==> src/rtl/ili9341_pkg.sv <==
// Shared types and constants for the ILI9341 write-bus arbiter and its requesters.
// Holds the arbiter state encoding and the panel command bytes the sequencers emit.
package ili9341_pkg;

    typedef enum logic [2:0] {
        ST_IDLE  = 3'd0,
        ST_LOAD  = 3'd1,
        ST_SETUP = 3'd2,
        ST_WR_LO = 3'd3,
        ST_WR_HI = 3'd4,
        ST_GAP   = 3'd5
    } state_e;

    localparam logic [7:0] CMD_CASET = 8'h2A;
    localparam logic [7:0] CMD_PASET = 8'h2B;
    localparam logic [7:0] CMD_RAMWR = 8'h2C;

    // Largest of the three timing parameters sizes the shared cycle counter.
    function automatic int max3(input int a, input int b, input int c);
        int m;
        m = a;
        if (b > m) begin
            m = b;
        end else begin
            m = m;
        end
        if (c > m) begin
            m = c;
        end else begin
            m = m;
        end
        return m;
    endfunction

endpackage

==> src/rtl/ili9341_bus_arbiter_rr_arbiter2.sv <==
// Two-way round-robin picker: on a tie the requester not served last wins.
// last_served resets to 1 so requester 0 takes the first tie.
module rr_arbiter2
    import ili9341_pkg::*;
(
    input  logic       clk_i,
    input  logic       rst_n_i,
    input  logic [1:0] req_i,
    input  logic       update_i,
    input  logic       served_i,
    output logic [1:0] grant_o
);

    logic last_served_q;
    logic last_served_d;

    // Next value of the last-served owner, loaded when a packet completes.
    always_comb begin
        last_served_d = last_served_q;
        if (update_i) begin
            last_served_d = served_i;
        end else begin
            last_served_d = last_served_q;
        end
    end

    // Last-served register.
    always_ff @(posedge clk_i or negedge rst_n_i) begin
        if (!rst_n_i) begin
            last_served_q <= 1'b1;
        end else begin
            last_served_q <= last_served_d;
        end
    end

    // One-hot pick from the current requests.
    always_comb begin
        grant_o = 2'b00;
        case (req_i)
            2'b01:   grant_o = 2'b01;
            2'b10:   grant_o = 2'b10;
            2'b11:   grant_o = last_served_q ? 2'b01 : 2'b10;
            default: grant_o = 2'b00;
        endcase
    end

endmodule

==> src/rtl/ili9341_bus_arbiter.sv <==
// Packet-atomic round-robin sharing of the ILI9341 8080 write bus between two
// byte streams, generating registered CS/CD/WR strobes and the data bus.
module ili9341_bus_arbiter
    import ili9341_pkg::*;
#(
    parameter int WR_LOW_CYCLES  = 2,
    parameter int WR_HIGH_CYCLES = 2,
    parameter int CS_GAP_CYCLES  = 1
) (
    input  logic       in_clk,
    input  logic       in_rst_n,
    input  logic [1:0] in_valid,
    input  logic [7:0] in_data0,
    input  logic [7:0] in_data1,
    input  logic [1:0] in_cd,
    input  logic [1:0] in_last,
    output logic [1:0] out_ready,
    output logic [1:0] out_grant,
    output logic       out_busy,
    output logic       out_cs,
    output logic       out_cd,
    output logic       out_wr,
    output logic       out_rd,
    output logic [7:0] out_data
);

    localparam int CNT_W = $clog2(max3(WR_LOW_CYCLES, WR_HIGH_CYCLES, CS_GAP_CYCLES)) + 1;
    localparam logic [CNT_W-1:0] CNT_ONE  = CNT_W'(1);
    localparam logic [CNT_W-1:0] CNT_ZERO = CNT_W'(0);
    localparam logic [CNT_W-1:0] LO_LOAD  = CNT_W'(WR_LOW_CYCLES - 1);
    localparam logic [CNT_W-1:0] HI_LOAD  = CNT_W'(WR_HIGH_CYCLES - 1);
    localparam logic [CNT_W-1:0] GAP_LOAD = CNT_W'(CS_GAP_CYCLES - 1);

    state_e           state_q, state_d;
    logic [CNT_W-1:0] cnt_q, cnt_d;
    logic [1:0]       grant_q, grant_d;
    logic [7:0]       data_q, data_d;
    logic             cd_q, cd_d;
    logic             last_q, last_d;
    logic             cs_q, cs_d;
    logic             wr_q, wr_d;
    logic             busy_q, busy_d;
    logic [1:0]       pick_s;
    logic             xfer_s;
    logic             served_upd_s;

    rr_arbiter2 u_rr (
        .clk_i    (in_clk),
        .rst_n_i  (in_rst_n),
        .req_i    (in_valid),
        .update_i (served_upd_s),
        .served_i (grant_q[1]),
        .grant_o  (pick_s)
    );

    assign xfer_s    = (state_q == ST_LOAD) && (|(in_valid & grant_q));
    assign out_ready = (state_q == ST_LOAD) ? grant_q : 2'b00;

    // Strobes are registered from the next state so they change on the same edge as the FSM.
    assign cs_d   = (state_d == ST_IDLE) || (state_d == ST_GAP);
    assign wr_d   = (state_d != ST_WR_LO);
    assign busy_d = (state_d != ST_IDLE);

    // Next-state, cycle counter and byte latch.
    always_comb begin
        state_d      = state_q;
        cnt_d        = cnt_q;
        grant_d      = grant_q;
        data_d       = data_q;
        cd_d         = cd_q;
        last_d       = last_q;
        served_upd_s = 1'b0;
        case (state_q)
            ST_IDLE: begin
                if (|in_valid) begin
                    grant_d = pick_s;
                    state_d = ST_LOAD;
                end else begin
                    state_d = ST_IDLE;
                end
            end
            ST_LOAD: begin
                if (xfer_s) begin
                    data_d  = grant_q[1] ? in_data1 : in_data0;
                    cd_d    = |(in_cd & grant_q);
                    last_d  = |(in_last & grant_q);
                    state_d = ST_SETUP;
                end else begin
                    state_d = ST_LOAD;
                end
            end
            ST_SETUP: begin
                cnt_d   = LO_LOAD;
                state_d = ST_WR_LO;
            end
            ST_WR_LO: begin
                if (cnt_q == CNT_ZERO) begin
                    cnt_d   = HI_LOAD;
                    state_d = ST_WR_HI;
                end else begin
                    cnt_d = cnt_q - CNT_ONE;
                end
            end
            ST_WR_HI: begin
                if (cnt_q == CNT_ZERO) begin
                    cnt_d   = GAP_LOAD;
                    state_d = last_q ? ST_GAP : ST_LOAD;
                end else begin
                    cnt_d = cnt_q - CNT_ONE;
                end
            end
            ST_GAP: begin
                if (cnt_q == CNT_ZERO) begin
                    served_upd_s = 1'b1;
                    grant_d      = 2'b00;
                    state_d      = ST_IDLE;
                end else begin
                    cnt_d = cnt_q - CNT_ONE;
                end
            end
            default: begin
                grant_d = 2'b00;
                state_d = ST_IDLE;
            end
        endcase
    end

    // State, latch and registered panel outputs.
    always_ff @(posedge in_clk or negedge in_rst_n) begin
        if (!in_rst_n) begin
            state_q <= ST_IDLE;
            cnt_q   <= CNT_ZERO;
            grant_q <= 2'b00;
            data_q  <= 8'h00;
            cd_q    <= 1'b1;
            last_q  <= 1'b0;
            cs_q    <= 1'b1;
            wr_q    <= 1'b1;
            busy_q  <= 1'b0;
        end else begin
            state_q <= state_d;
            cnt_q   <= cnt_d;
            grant_q <= grant_d;
            data_q  <= data_d;
            cd_q    <= cd_d;
            last_q  <= last_d;
            cs_q    <= cs_d;
            wr_q    <= wr_d;
            busy_q  <= busy_d;
        end
    end

    assign out_grant = grant_q;
    assign out_busy  = busy_q;
    assign out_cs    = cs_q;
    assign out_cd    = cd_q;
    assign out_wr    = wr_q;
    assign out_rd    = 1'b1;
    assign out_data  = data_q;

endmodule

==> config.mk <==
export PLATFORM = sky130hd
export DESIGN_NAME = ili9341_bus_arbiter
export DESIGN_NICKNAME = d
export VERILOG_FILES = /design/src/rtl/ili9341_pkg.sv /design/src/rtl/ili9341_bus_arbiter_rr_arbiter2.sv /design/src/rtl/ili9341_bus_arbiter.sv
export SDC_FILE = /design/constraint.sdc
export NUM_CORES = 1
export LEC_CHECK = 0
export CORE_MARGIN = 10
export CORE_UTILIZATION = 48
export DETAILED_ROUTE_END_ITERATION = 12
export PLACE_DENSITY = 0.84
export SKIP_CTS_REPAIR_TIMING = 1
export SYNTH_ARGS = -nofsm -noshare
export SYNTH_HDL_FRONTEND = slang
export SYNTH_SLANG_ARGS = --single-unit
==> constraint.sdc <==
create_clock -name in_clk -period 2.8 [get_ports in_clk]
set_input_delay 0.56 -clock in_clk [delete_from_list [all_inputs] [get_ports in_clk]]
set_output_delay 0.56 -clock in_clk [all_outputs]
set_load 0.1 [all_outputs]
==> results.md, run 1 <==
* Vias per cell at 5.29
* Reg2Reg Capture Point: out_wr
* CTS tree: done
* Final Core Density at 64.8%
* Vias in the first global route at 993
* Top_reg_cell synth: dfrtp_1
* All-Layer GR Usage at 11.8%
* RePlAce Congestion at 0.804
* Die area at 4910 µm²
* Sequential share of the synthesized area at 44.0%
* Pleak at 0.670 nW
* GR Util met1 at 13.5%
* Max Fanout on Critical Path at 11
* Sink Count at 21
* Max cap viols at 0
* Multi-input logic area at 601 µm²
* Met3 GRT Util at 2.68%
* Layout Skew at 12.4 ps
* # DRC at 0
* First-pass DRT Iterations at 4
* Critical Path, Cell by Cell: nor2_2, and3_1, buf_4
* Site Rows at 18
* Hold WS at 494 ps
* Global-route wire length before repair at 4820 µm
* Syn_nets at 143
* CP arrival at 1660 ps
* Initial core utilization at 49.5%
* Max Clock Freq at 450 MHz
* Synth Instances at 115
* Critical Path Slowest Stage Cell: dfrtp_1
* Synth Area per Inst at 10.5 µm²
* # fillers at 202
* Vias at 957
* Peak supply drop at 0.293 mV
* IO Pins at 41
* RSZ-0062 raised after global routing: false
* Met2 GRT Util at 19.9%
* Die width at 70.1 µm
* CTS max path bufs at 2
* Layout net count at 180
* Critical path startpoint category: register
* Synth Cell Area at 1200 µm²
* EDFF count, synth at 0
* Busiest layer in global routing: met2
* Largest net degree at the start of global routing at 22
* Hold Fails Final Rpt at 0
* Routed len/inst at 15.4 µm
* CP required at 2240 ps
* Critical R2R Launch: state_q[2]
* Initial antenna violation count at 0
* HPWL after detailed placement at 2240 µm
* CTS buffer count at 3
* Total number of yosys warnings at 0
* Seq cells post-synth at 21
* Outcome: finished, final reports clean
* Hold Crit Start: out_data[5]
* Total Power at 0.000503 W
* Flip-flop and latch area at 531 µm²
* H-tree depth at 1
* Final period utilization at 79.4%
* Global route total overflow at 0
* Slew @ Worst Pin at 664 ps
* Routed WL at 2780 µm
* Final Max Slew Viols at 0
* Yosys top cell area share at 35.3%
* Core area at 2430 µm²
* Clock latency on the worst-skew pair at 310 ps
* Layout cells sized above 1 at 21.9%
* Ant diodes at 0
* Count leader, synth: dfrtp_1
* ANT nets after route at 0
* Kind of critical path: register to primary output
* Synth-to-Final Area Change at 30.7%
* CP endpoint kind: primary output
* Worst Hold Depth at 2
* Power Dens Cells at 319 nW/µm²
* Slowest stage delay, CP at 550 ps
* Hold Path End: out_data[5]
* Dominant cells by area after synthesis: dfrtp_1 35%, dfstp_2 8.7%, mux2i_1 8.3%, o21ai_0 4.6%, ha_1 4.2%
* Worst-path clk slew at 130 ps
* Final setup fails at 0
* R2R Setup Slk at 920 ps
* Commonest cells in the netlist: 17 x dfrtp_1, 13 x nand2_1, 11 x o21ai_0
* HP Class: register to register
* Root buf cell: clkbuf_4
* Slew HR at 55.6%
* Initial drt markers at 32
* Fin crit period at 2220 ps
* Reg2reg path depth at 4
* Async SR Flop Fraction at 100%
* Leading area contributor after synthesis: dfrtp_1
* Die H at 70.1 µm
* PortBufs at 39
* Final TNS setup at 0 ps
* Distinct cell type count after synthesis at 40
[layer usage]
layer  vias to the layer above  share of wire, %  routed length (µm)
met4                         0               2.1                  57
li1                        478                 -                   -
met1                       455                42                1170
met3                         5               2.7                  76
met5                         -                 0                   0
met2                        19                53                1470
[worst max-delay path by stage]
| stage | start | to | slack [ps] | cells past startpoint |
|---|---|---|---|---|
| after global placement | in_valid[0] | out_wr | 640 | 5 |
| after global routing | state_q[2] | out_ready[0] | 470 | 3 |
| final | state_q[2] | out_ready[0] | 580 | 3 |
| after detailed placement | in_valid[0] | out_data[4] | 500 | 4 |
| after floorplan | out_grant[0] | out_ready[0] | 360 | 1 |
| after CTS | state_q[2] | out_ready[0] | 560 | 3 |
[stage by stage]
stage               setup WS (ps)  instance area (µm²)  cells
finish                        578                 1580    181
global route                  469                 1580    181
floorplan                     360                 1200    115
global placement              641                 1550    177
CTS                           563                 1580    181
detailed placement            502                 1550    177
[power by group]
part / leakage (nW) / switching (W) / internal [W] / total (W)
Combinational: 0.387 / 0.0000183 / 0.0000310 / 0.0000493
Clock: 0.0150 / 0.0000945 / 0.0000556 / 0.000150
Sequential: 0.269 / 0 / 0.000304 / 0.000304
[area by class of cell]
cell class,count,share of cell area [%]
timing repair buffer,41,23.2
clock buffer,4,1.67
sequential,21,33.7
inverter,4,0.953
multi-input combinational,81,38.1
tap,30,2.38
[placed cells by master, fill, tap and decap left out]
master / instances
clkdlybuf4s50_1: 23
nand2b_1: 3
o31ai_4: 1
nand4b_1: 1
a21oi_1: 1
and3_1: 2
a211oi_1: 1
buf_4: 18
dfstp_2: 4
a32o_1: 2
nor2_1: 3
o22ai_1: 1
o21bai_1: 2
inv_1: 4
conb_1: 1
o221ai_1: 2
nand3_1: 2
nor3_2: 1
a22oi_1: 2
clkbuf_1: 1
ha_1: 4
a22o_1: 1
o21ai_1: 2
nand2_1: 13
nor2b_1: 1
a221oi_4: 1
o21a_1: 1
nor3b_1: 1
xor2_1: 1
or3_1: 1
dfrtp_1: 17
and2_1: 3
mux2_2: 2
and2_2: 1
o21bai_4: 1
nor2_2: 1
clkbuf_4: 3
o2bb2ai_1: 1
o21ai_0: 11
mux2i_1: 10
[critical path: cells and delay by family, from the launching register on]
family | cells | cell delay [ps]
buf+inv | 1 | 290
simple gates | 2 | 500
flops | 1 | 550
[flip-flops by register name, indices dropped and copies added, names as in the netlist]
register and count:
out_cs 1, out_cd 1, state_q 3, out_data 8
out_busy 1, cnt_q 2, out_grant 2, last_q 1
out_wr 1, u_rr.last_served_q 1
[logic make-up after synthesis]
logic type	after synthesis	share of synthesized area, %
xor+xnor	1	0.727
flops	21	44.0
simple gates	33	14.3
mux	12	10.2
compound gates	30	20.1
buf+inv	13	6.13
other cells	1	0.311
fa+ha+maj	4	4.15
No activity file was read; power rests on OpenSTA's default activity.
==> inputs of run 2 (changes only) <==
- CORE_UTILIZATION: 48 -> 40
- PLACE_DENSITY: 0.84 -> 0.75
- clock period: 2.8 -> 1.8 ns (I/O delays scaled with it)
==> run 2 against run 1 <==
Net effect: final cell count is 2.8% higher; clock skew is 7.1 ps lower; sequential cell count stayed put; core utilization is 0.16 points higher; sequential power is 55% higher; wire length is 16% higher; critical path depth stayed put.
==> results.md, run 2 (synthesis gave the netlist of run 1 again) <==
* Root buf cell: clkbuf_4
* CTS buffer count at 3 (unchanged)
* R2R Setup Slk at 140 ps (-780 ps)
* Max Fanout on Critical Path at 5 (-6)
* Layout net count at 184 (+2.2%)
* Commonest non-fill, non-tap cells in the layout: 23 x clkdlybuf4s50_1, 17 x buf_12, 14 x dfrtp_1, 13 x nand2_1, 11 x o21ai_0
* CTS max path bufs at 2 (unchanged)
* CP endpoint kind: primary output
* Largest net degree at the start of global routing at 22 (unchanged)
* Hold Fails Final Rpt at 0 (unchanged)
* Max Clock Freq at 586 MHz
* Kind of critical path: register to primary output
* Routed len/inst at 17.4 µm (+13%)
* CP arrival at 1350 ps (-310 ps)
* IO Pins at 41 (unchanged)
* Die area at 5610 µm² (+14%)
* Site Rows at 19 (+1)
* CP required at 1440 ps (-800 ps)
* Multi-input logic area at 613 µm² (+2.1%)
* Final setup fails at 0 (unchanged)
* Sink Count at 21 (unchanged)
* RePlAce Congestion at 0.798 (-0.66%)
* Power Dens Cells at 433 nW/µm² (+36%)
* Initial core utilization at 42.6% (-6.9 points)
* Hold WS at 368 ps (-126 ps)
* Layout cells sized above 1 at 28.4% (+6.5 points)
* Peak supply drop at 0.343 mV (+17%)
* Flip-flop and latch area at 534 µm² (+0.71%)
* HPWL after detailed placement at 2590 µm (+16%)
* Internal at 0.000605 W (+55%)
* Max cap viols at 0 (unchanged)
* Largest register FFs at 8 (unchanged)
* Clk pwr share at 30.4% (+0.5 points)
* Final period utilization at 94.9%
* Global-route wire length before repair at 5020 µm (+4.1%)
* # DRC at 0 (unchanged)
* Clock latency on the worst-skew pair at 320 ps (about the same)
* Switching share of power at 23.9% (+1.5 points)
* ANT nets after route at 0 (unchanged)
* Ant diodes at 0 (unchanged)
* Reg2reg path depth at 6 (+2)
* Commonest non-fill, non-tap cell in the layout: clkdlybuf4s50_1
* Vias at 1,011 (+5.6%)
* Vias in the first global route at 1,076 (+8.4%)
* RSZ-0062 raised after global routing: false
* Initial antenna violation count at 0 (unchanged)
* Global route total overflow at 0 (unchanged)
* Routed WL at 3230 µm (+16%)
* CTS tree: done
* Sw Pwr at 0.000190 W (+69%)
* # fillers at 236 (+17%)
* All-Layer GR Usage at 11.4% (-0.39 points)
* First-pass DRT Iterations at 4 (unchanged)
* Initial drt markers at 54 (+69%)
* Final Cell Area at 1840 µm² (+17%)
* Vias per cell at 5.44 (+2.8%)
* Final Max Slew Viols at 0 (unchanged)
* Worst-path clk slew at 130 ps (about the same)
* Die width at 74.9 µm (+6.8%)
* Core area at 2830 µm² (+16%)
* H-tree depth at 1 (unchanged)
* Outcome: finished, final reports clean
* Die H at 74.9 µm (+6.8%)
* Layout Skew at 5.31 ps (-7.13 ps)
* Critical path startpoint category: register
* Critical R2R Launch: cnt_q[0]
* Fin crit period at 1710 ps
* Sequential share of power at 59.4% (-1.0 points)
* HP Class: input port to async pin
* Synth-to-Final Area Change at 52.4%
* Reg2Reg Capture Point: out_grant[1]
* DP Area at 1790 µm² (+16%)
* Pleak at 0.750 nW (+12%)
* PortBufs at 39 (unchanged)
* Comb pwr share at 10.2% (+0.4 points)
[run 2: worst max path at each step]
stage / start / end / slack [ps] / cells after the start
after floorplan: out_grant[0] / out_ready[0] / 140 / 1
after global routing: cnt_q[0] / out_grant[1] / 30 / 6
after global placement: in_valid[0] / out_busy / 70 / 4
after CTS: state_q[1] / out_ready[0] / -120 / 3
final: state_q[1] / out_ready[1] / 90 / 3
after detailed placement: in_valid[1] / out_data[3] / 20 / 6
[run 2: layout make-up]
class                           instances  area share, %
Clock buffer                            3           1.23
Clock inverter                          1          0.272
Inverter                                4          0.817
Multi-Input combinational cell         81           33.4
Sequential cell                        21           29.1
Tap cell                               31           2.11
Timing Repair Buffer                   45           33.1
[run 2: power groups by stage]
stage          clock network, W  registers (W)  logic [W]
5_1_grt                0.000266       0.000472  0.0000862
6_report               0.000242       0.000472  0.0000811
3_5_place_dp                  0       0.000481  0.0000816
3_3_place_gp                  0       0.000481  0.0000786
2_1_floorplan                 0       0.000481  0.0000161
4_1_cts                0.000250       0.000472  0.0000819
[run 2: layer usage]
layer,share of wire [%],up-vias,GRT usage (%)
met2,55,26,20.2
met1,38,495,12.7
met3,5.7,4,2.63
met5,0,-,0
li1,-,486,-
met4,1.6,0,5.04
[run 2: through the flow]
stage | worst slack (ps) | utilization, % | total power, W | setup TNS (ps) | std cells
after floorplan | 136 | - | 0.000497 | 0 | 115
after global placement | 69.0 | 63.2 | 0.000559 | 0 | 181
after detailed placement | 21.3 | 63.2 | 0.000562 | 0 | 181
after CTS | -120 | 64.2 | 0.000804 | -240 | 185
after global routing | 27.0 | 64.9 | 0.000825 | 0 | 186
final | 92.3 | 64.9 | 0.000795 | 0 | 186
[run 2: critical path, cell delays in order, from the launching register on]
cell and delay [ps]:
dfrtp_2 450, nor2_4 180, and3_2 230, buf_12 170
==> inputs of run 3 (changes only) <==
- CORE_UTILIZATION: 40 -> 45
- PLACE_DENSITY: 0.75 -> 0.79
- clock period: 1.8 -> 1.65 ns (I/O delays scaled with it)
==> run 3 against run 2 <==
Net effect: via count increased by 2.2%; register-to-register slack got worse by 70 ps; count of clock-buffer cells in the layout increased by 1; critical path depth unchanged; sequential share of layout area decreased by 1.0 points; wire length decreased by 4.3%.
==> results.md, run 3 (synthesis gave the netlist of run 1 again) <==
* Critical Path, Cell by Cell: buf_4, and3_2, buf_12
* Site Rows at 18 (-1)
* Final Core Density at 75.4% (+10 points)
* ANT nets after route at 0 (unchanged)
* CTS buffer count at 3 (unchanged)
* Synth-to-Final Area Change at 57.8%
* Commonest non-fill, non-tap cell in the layout: clkdlybuf4s50_1
* Final period utilization at 97.3%
* Die area at 5150 µm² (-8.2%)
* Critical Path Slowest Stage Cell: dfrtp_2
* Initial core utilization at 47.8% (+5.2 points)
* CTS tree: done
* Layout net count at 194 (+5.4%)
* Peak supply drop at 0.583 mV (+70%)
* Layout Skew at 3.44 ps (-1.88 ps)
* Slowest stage delay, CP at 460 ps (about the same)
* Initial drt markers at 49 (-9.3%)
* Final setup margin at 44.3 ps (-47.9 ps)
* Max cap viols at 0 (unchanged)
* Final Max Slew Viols at 0 (unchanged)
* Outcome: finished, final reports clean
* Vias per cell at 5.30 (-2.5%)
* Critical R2R Launch: cnt_q[0]
* Worst setup path endpoint: out_ready[1]
* Reg2Reg Capture Point: u_rr.last_served_q
* Final std cells w/o fill at 195 (+4.8%)
* Ant diodes at 0 (unchanged)
* Max Clock Freq at 623 MHz
* Final TNS setup at 0 ps (unchanged)
* All-Layer GR Usage at 11.5% (+0.085 points)
* Critical path startpoint category: register
* Global route total overflow at 0 (unchanged)
* First-pass DRT Iterations at 4 (unchanged)
* R2R Setup Slk at 70 ps (-70 ps)
* Global-route wire length before repair at 4930 µm (-1.8%)
* Dpl ws at -28.3 ps (-49.6 ps)
* CP arrival at 1280 ps (-70 ps)
* CTS max path bufs at 2 (unchanged)
* CP required at 1320 ps (-120 ps)
* PortBufs at 39 (unchanged)
* IO Pins at 41 (unchanged)
* Die H at 71.7 µm (-4.2%)
* CP endpoint kind: primary output
* H-tree depth at 1 (unchanged)
* Hold Fails Final Rpt at 0 (unchanged)
* Final setup fails at 0 (unchanged)
* # DRC at 0 (unchanged)
* Fin crit period at 1610 ps
* Worst-path clk slew at 110 ps (-20 ps)
* Initial antenna violation count at 0 (unchanged)
* DP Cell Count at 188 (+3.9%)
* Reg2reg path depth at 6 (unchanged)
* Commonest non-fill, non-tap cells in the layout: 23 x clkdlybuf4s50_1, 16 x buf_12, 16 x buf_4, 14 x dfrtp_1, 13 x nand2_1
* HP Class: input port to async pin
* Routed WL at 3090 µm (-4.3%)
* Root buf cell: clkbuf_4
* Vias at 1,033 (+2.2%)
* Largest register FFs at 8 (unchanged)
* RePlAce Congestion at 0.876 (+9.7%)
* Vias in the first global route at 1,077 (+0.093%)
* Sink Count at 21 (unchanged)
* Power Dens Cells at 445 nW/µm² (+2.8%)
* Largest net degree at the start of global routing at 22 (unchanged)
* HPWL after detailed placement at 2540 µm (-2.0%)
* Core area at 2520 µm² (-11%)
* Routed len/inst at 15.9 µm (-8.7%)
* Max Fanout on Critical Path at 4 (-1)
* Kind of critical path: register to primary output
* Pleak at 0.786 nW (+4.9%)
* Critical path startpoint: state_q[0]
* Clock latency on the worst-skew pair at 300 ps (-20 ps)
* Layout cells sized above 1 at 33.3% (+4.9 points)
* Die width at 71.7 µm (-4.2%)
[run 3: final cells by class]
| type | count | area, µm² |
|---|---|---|
| Tap cell | 30 | 37.5 |
| Multi-Input combinational cell | 81 | 618 |
| Sequential cell | 21 | 534 |
| Fill cell | 168 | 621 |
| Clock buffer | 4 | 26.3 |
| Timing Repair Buffer | 55 | 671 |
| Inverter | 4 | 15.0 |
[run 3: worst min-delay path by stage]
| stage | from | end | slack (ps) | cells after the start |
|---|---|---|---|---|
| global route | in_rst_n | state_q[0] | 370 | 2 |
| floorplan | in_rst_n | cnt_q[0] | 30 | 0 |
| global placement | out_cd | out_cd | 490 | 2 |
| detailed placement | last_q | last_q | 500 | 2 |
| CTS | in_rst_n | cnt_q[1] | 360 | 2 |
| finish | in_rst_n | out_busy | 360 | 2 |
[run 3: layer usage]
layer	GRT usage (%)	vias up	part of all wire, %
li1	-	501	-
met1	12.5	502	39
met2	21.1	26	55
met3	3.99	4	5.3
met4	1.94	0	0.74
met5	0	-	0
[run 3: through the flow]
step,instance area [µm²],hold slack (ps),total power (W)
after floorplan,1210,34.4,0.000542
after global placement,1840,486,0.000612
after detailed placement,1840,505,0.000615
after CTS,1860,359,0.000854
after global routing,1900,366,0.000884
final,1900,360,0.000847
[run 3: worst max-delay path: cells and delay by family, from the launching register on]
| kind | cells | cell delay, ps |
|---|---|---|
| buffers and inverters | 2 | 320 |
| flip-flops | 1 | 460 |
| AND/OR/NAND/NOR | 1 | 190 |
[run 3: power breakdown]
| group | internal (W) | switching (W) |
|---|---|---|
| registers | 0.000515 | 0 |
| logic | 0.0000556 | 0.0000338 |
| clock network | 0.0000942 | 0.000148 |
